===== src/rtl/ttl_arith_pkg.sv =====
// Shared constants and helpers for the TTL-style nibble adder chain.
// Imported by the slice and by the pipelined chain top.
package ttl_arith_pkg;

    localparam int NIB = 4;

    typedef logic [NIB-1:0] t_nib;

    // Flags registered alongside the final sum word.
    typedef struct packed {
        logic v;
        logic z;
    } t_flags;

    function automatic int stage_count(input int nibbles, input int nib_per_stage);
        return nibbles / nib_per_stage;
    endfunction

endpackage


===== src/rtl/ttl_adder_slice.sv =====
// Combinational 4-bit carry-lookahead slice, modelled on a 74x283-style adder.
// Also exposes the carry into bit 3 so the caller can derive signed overflow.
module ttl_adder_slice
    import ttl_arith_pkg::*;
(
    input  logic [NIB-1:0] A,
    input  logic [NIB-1:0] B,
    input  logic           C_in,
    output logic [NIB-1:0] Sum,
    output logic           C_out,
    output logic           C_msb_in
);

    t_nib         g;
    t_nib         p;
    logic [NIB:0] c;

    assign g = A & B;
    assign p = A ^ B;

    // Every carry is a flat sum of products, so no carry ripples inside the slice.
    assign c[0] = C_in;
    assign c[1] = g[0] | (p[0] & c[0]);
    assign c[2] = g[1] | (p[1] & g[0]) | (p[1] & p[0] & c[0]);
    assign c[3] = g[2] | (p[2] & g[1]) | (p[2] & p[1] & g[0])
                | (p[2] & p[1] & p[0] & c[0]);
    assign c[4] = g[3] | (p[3] & g[2]) | (p[3] & p[2] & g[1])
                | (p[3] & p[2] & p[1] & g[0])
                | (p[3] & p[2] & p[1] & p[0] & c[0]);

    assign Sum      = p ^ c[NIB-1:0];
    assign C_out    = c[NIB];
    assign C_msb_in = c[NIB-1];

endmodule


===== src/rtl/ttl_adder_chain_pipe.sv =====
// Wide adder/subtractor built from 4-bit slices, with the inter-stage carry registered.
// Operands are skewed in and results de-skewed out so the whole word emerges aligned.
module ttl_adder_chain_pipe
    import ttl_arith_pkg::*;
#(
    parameter int NIBBLES       = 4,
    parameter int NIB_PER_STAGE = 1
) (
    input  logic                   Clk,
    input  logic                   Rst_n,
    input  logic                   Cen,
    input  logic                   In_valid,
    input  logic [NIB*NIBBLES-1:0] A,
    input  logic [NIB*NIBBLES-1:0] B,
    input  logic                   Sub,
    input  logic                   C_in,
    output logic                   Out_valid,
    output logic [NIB*NIBBLES-1:0] Sum,
    output logic                   C_out,
    output logic                   V_out,
    output logic                   Z_out
);

    localparam int W      = NIB * NIBBLES;
    localparam int STAGES = stage_count(NIBBLES, NIB_PER_STAGE);
    localparam int SW     = NIB * NIB_PER_STAGE;

    if (NIBBLES < 1 || NIBBLES > 8 || NIB_PER_STAGE < 1 ||
        (NIBBLES % NIB_PER_STAGE) != 0) begin : g_param_check
        $error("ttl_adder_chain_pipe: NIB_PER_STAGE must divide NIBBLES (1..8)");
    end

    logic [W-1:0]      b_eff;
    logic [STAGES-1:0] carry_reg;
    logic [STAGES-1:0] valid_sr;
    logic [W-1:0]      sum_pre;
    logic [W-1:0]      sum_out;
    logic              v_pre;
    t_flags            flags_reg;

    // Inverting B once at the input keeps every skew register holding the effective operand.
    assign b_eff = Sub ? ~B : B;

    always_ff @(posedge Clk) begin
        if (!Rst_n) begin
            valid_sr <= '0;
        end else if (Cen) begin
            valid_sr[0] <= In_valid;
            for (int i = 1; i < STAGES; i++) begin
                valid_sr[i] <= valid_sr[i-1];
            end
        end
    end

    for (genvar k = 0; k < STAGES; k++) begin : g_stage
        localparam int LO = k * SW;

        logic [SW-1:0]            a_stage;
        logic [SW-1:0]            b_stage;
        logic [SW-1:0]            s_comb;
        logic                     c_stage;
        logic                     carry_q;
        logic [NIB_PER_STAGE:0]   cc;
        logic [NIB_PER_STAGE-1:0] cmsb;
        logic                     unused_msb;
        logic [SW-1:0]            res_pipe [STAGES-k];

        if (k == 0) begin : g_head
            assign a_stage = A[LO +: SW];
            assign b_stage = b_eff[LO +: SW];
            assign c_stage = C_in;
        end else begin : g_skew
            logic [SW-1:0] a_dly [k];
            logic [SW-1:0] b_dly [k];

            // Upper operand nibbles wait k enabled cycles so they meet the carry from below.
            always_ff @(posedge Clk) begin
                if (!Rst_n) begin
                    for (int i = 0; i < k; i++) begin
                        a_dly[i] <= '0;
                        b_dly[i] <= '0;
                    end
                end else if (Cen) begin
                    a_dly[0] <= A[LO +: SW];
                    b_dly[0] <= b_eff[LO +: SW];
                    for (int i = 1; i < k; i++) begin
                        a_dly[i] <= a_dly[i-1];
                        b_dly[i] <= b_dly[i-1];
                    end
                end
            end

            assign a_stage = a_dly[k-1];
            assign b_stage = b_dly[k-1];
            assign c_stage = carry_reg[k-1];
        end

        assign cc[0] = c_stage;

        for (genvar j = 0; j < NIB_PER_STAGE; j++) begin : g_slice
            ttl_adder_slice u_slice (
                .A        (a_stage[j*NIB +: NIB]),
                .B        (b_stage[j*NIB +: NIB]),
                .C_in     (cc[j]),
                .Sum      (s_comb[j*NIB +: NIB]),
                .C_out    (cc[j+1]),
                .C_msb_in (cmsb[j])
            );
        end

        assign unused_msb = ^cmsb;

        // Partial sum enters a de-skew line whose depth shrinks towards the top stage.
        always_ff @(posedge Clk) begin
            if (!Rst_n) begin
                carry_q <= 1'b0;
                for (int i = 0; i < STAGES - k; i++) begin
                    res_pipe[i] <= '0;
                end
            end else if (Cen) begin
                carry_q     <= cc[NIB_PER_STAGE];
                res_pipe[0] <= s_comb;
                for (int i = 1; i < STAGES - k; i++) begin
                    res_pipe[i] <= res_pipe[i-1];
                end
            end
        end

        assign carry_reg[k]      = carry_q;
        assign sum_out[LO +: SW] = res_pipe[STAGES-1-k];

        if (k == STAGES - 1) begin : g_tail
            assign sum_pre[LO +: SW] = s_comb;
            assign v_pre             = cmsb[NIB_PER_STAGE-1] ^ cc[NIB_PER_STAGE];
        end else begin : g_body
            assign sum_pre[LO +: SW] = res_pipe[STAGES-2-k];
        end
    end

    // sum_pre is the full word one edge before it lands on Sum, so the flags register in step.
    always_ff @(posedge Clk) begin
        if (!Rst_n) begin
            flags_reg <= '0;
        end else if (Cen) begin
            flags_reg.v <= v_pre;
            flags_reg.z <= ~|sum_pre;
        end
    end

    assign Sum       = sum_out;
    assign C_out     = carry_reg[STAGES-1];
    assign V_out     = flags_reg.v;
    assign Z_out     = flags_reg.z;
    assign Out_valid = valid_sr[STAGES-1];

endmodule


===== config.mk =====
export PLATFORM = sky130hd
export DESIGN_NAME = ttl_adder_chain_pipe
export DESIGN_NICKNAME = d
export VERILOG_FILES = /design/src/rtl/ttl_arith_pkg.sv /design/src/rtl/ttl_adder_slice.sv /design/src/rtl/ttl_adder_chain_pipe.sv
export SDC_FILE = /design/constraint.sdc
export NUM_CORES = 1
export LEC_CHECK = 0
export BUFFER_PORTS_ARGS = -buffer_cell sky130_fd_sc_hd__buf_2
export CORE_MARGIN = 5
export CORE_UTILIZATION = 50
export CTS_CLUSTER_SIZE = 12
export DETAILED_ROUTE_END_ITERATION = 10
export PLACE_DENSITY = 0.69
export SLEW_MARGIN = 10
export SYNTH_ARGS = -nofsm -noshare
export SYNTH_HDL_FRONTEND = slang
export SYNTH_SLANG_ARGS = --single-unit

===== constraint.sdc =====
create_clock -name Clk -period 3.13 [get_ports Clk]
set_input_delay 0.1565 -clock Clk [delete_from_list [all_inputs] [get_ports Clk]]
set_output_delay 0.1565 -clock Clk [all_outputs]
set_load 0.005 [all_outputs]

==> flow_summary.ini <==
[placed_design]
dp_cells = 470
io_buffers = 57
gp_congestion = 0.7520
place_area_sq_um = 4713
dp.final_hpwl_um = 4510

[sta]
fin_crit_ns = 1.753
finalSetupViolCount = 0
rsz0062_at_grt = no
max_freq_ghz = 0.5705
hold_violations = 0
fin_crit_sh_pct = 56.00
max_slew.worst_pin.slew_ns = 0.6036
skew_ns = 0.008105
drv_slew = 0
maxSlewHeadroom_pct = 59.76
setup-tns-final_ns = 0

[run_status]
status = finished, final reports clean

[die]
die_width_um = 103.9
rows = 34
die_h_um = 103.9
die_area_sq_um = 10790
ios = 58
start_util_pct = 51.04
core_sq_um = 8636

[clock_network]
post_cts_buffers = 0
ctsResizeCount = 0
cts_buffer_depth = 2
cts_buffers = 9
cts_tree = built
holdBufCountCts = 0
ctsHtreeMaxLevel = 3
ctsRootBufferMaster = clkbuf_8
cts.sinks = 98
clk_pin_slew_ns = 0.09
insertion_delay_ns = 0.35

[power]
p_int_mw = 2.063
ir_drop_uv = 248.2
clock_power_share_pct = 31.1
power_mw = 2.657
power_frac_comb_pct = 10.2
p_switching_mw = 0.5938
powerDensity_nw_per_um2 = 540.2
pwr-share-seq_pct = 58.7
swShare_pct = 22.35
power.leakage_nw = 2.229

[global_route]
antenna_found_initial = 0
grt_max_degree = 77
track_usage_pct = 13.29
gr-total-overflow = 0
grt_pass1_wl_um = 11790
grt_pass1_vias = 2564

[synthesis]
synth_top_area_share_pct = 59.95
synthCells = 329
ys_seq_area_share_pct = 64.49
synthDistinctLibCells = 36
synthesis.area_sq_um = 4408
synth.area.top_cells = edfxtp_1, and3_1, dfxtp_1
yosysMostFrequentCell = edfxtp_1
synth_fp_nets = 387
synth-main-ff-cell = edfxtp_1
async_flop_share_pct = 0
syn-mean-instance-area_sq_um = 13.40
synth_edf_count = 88
synthTopCellsByCount = edfxtp_1, and3_1, nor2_1
synth-seq-cells = 98
yosys_warnings = 0
synth_largest_area_cell = edfxtp_1

[final_layout]
stdcell_area_sq_um = 4918
final_nets = 431
drive_above_1_share_pct = 22.22
synthToLayoutAreaGrowth_pct = 11.58
post-route-util_pct = 56.95
fin_cells = 486
n_antenna_cell = 0

[worst_hold_path]
hp-class = input pin to flip-flop

[drt]
drc = 0
firstDrtPassIters = 4
via_per_inst = 5.140
drtIter0Drc = 138
ant_nets = 0
wl_per_cell_um = 14.02
vias = 2498
totalWireLength_um = 6816

[setup_path]
crit_path_max_fanout = 5
cp-start-kind = flip-flop
cp_top_family = compound AO/OA/AOI/OAI gates
arrival_ns = 1.84
crit_type = flip-flop to flip-flop
worstPathCellList = ha_1 > and3_4 > o21a_4 > o211a_1 > nor2b_1
critical_path_required_ns = 3.22
cp_slowest_cell = edfxtp_1
crit_buf_inv = 0
end_kind = flip-flop
cp_slowest_stage_delay_ns = 0.42

[job]
maxCapViolCount = 0
layout make-up:
type	instances	area (sq um)
clock inverter	4	50.05
timing repair buffer	61	315.3
inverter	11	42.54
fill	713	3717
sequential	98	2843
tap	108	135.1
clock buffer	12	155.1
multi-input combinational	192	1378
power by group through the flow:
stage	Combinational, mW	Sequential, mW	Clock (mW)
floorplan	0.200	1.58	0
global placement	0.265	1.59	0
detailed placement	0.275	1.59	0
CTS	0.275	1.56	0.847
global route	0.310	1.57	0.910
finish	0.271	1.56	0.826
cell usage in the layout (no fill, tap or decap), types with 2 or more instances in the layout:
cell type / netlist / layout
clkinvlp_4: 0 / 2
o21ai_0: 5 / 5
fa_1: 4 / 4
o221a_2: 3 / 3
xnor2_1: 13 / 13
xor2_1: 10 / 10
dfxtp_1: 10 / 10
edfxtp_1: 88 / 88
buf_4: 9 / 4
a211oi_1: 3 / 3
nor4_1: 2 / 2
nand2b_1: 6 / 6
nand3_1: 2 / 2
a21oi_1: 3 / 3
nor3_1: 3 / 3
mux2i_1: 4 / 4
ha_1: 16 / 16
clkbuf_8: 0 / 11
buf_2: 6 / 57
a21o_1: 4 / 4
and3_1: 61 / 61
nor2_1: 26 / 26
inv_1: 11 / 10
nand2_1: 9 / 9
nor2b_1: 6 / 6
clkinv_2: 0 / 2
routing by layer:
| layer | share of wire [%] | vias to the layer above | track usage [%] |
|---|---|---|---|
| li1 | - | 1267 | - |
| met1 | 45 | 1163 | 16.17 |
| met2 | 46 | 57 | 21.45 |
| met3 | 6.5 | 11 | 4.718 |
| met4 | 1.9 | 0 | 5.643 |
| met5 | 0 | - | 0 |
final timing paths:
check | from | to | slack [ns] | depth (start not counted)
max | g_stage[3].g_skew.a_dly[0][8]$_SDFFCE_PN0P_ | g_stage[3].res_pipe[0][3]$_SDFFCE_PN0P_ | 1.38 | 5
min | In_valid | valid_sr[0]$_SDFFE_PN0P_ | 0.07 | 3
max reg2reg | g_stage[3].g_skew.a_dly[0][8]$_SDFFCE_PN0P_ | g_stage[3].res_pipe[0][3]$_SDFFCE_PN0P_ | 1.38 | 5
min reg2reg | Z_out$_SDFFE_PN0P_ | Z_out$_SDFFE_PN0P_ | 0.46 | 2
tightest hold or removal path, stage by stage:
cell	delay, ns
buf_2	0.07
mux2i_1	0.05
nor2b_1	0.10
per-stage QoR:
| stage | worst slack, ns | hold WS (ns) |
|---|---|---|
| after detailed placement | 1.065 | 0.4336 |
| final | 1.377 | 0.06565 |
| after global routing | 1.247 | 0.07939 |
| after CTS | 1.373 | 0.05837 |
| after floorplan | 0.3475 | 0.3259 |
| after global placement | 1.181 | 0.4209 |
cells by family after synthesis:
group,share of synthesized area (%)
AND/OR/NAND/NOR,15.30
flip-flops,64.49
buffers and inverters,4.258
AO/OA/AOI/OAI,4.115
XOR/XNOR,4.570
adder cells (fa/ha/maj),6.358
multiplexers,0.9084
flip-flops by register name, summed over array words and instances, names as in the netlist:
signal                cells
V_out                     1
Z_out                     1
g_stage.g_skew.a_dly     24
C_out                     1
valid_sr                  4
g_stage.res_pipe         40
g_stage.carry_q           3
g_stage.g_skew.b_dly     24
Power figures use the tool's default switching activity.
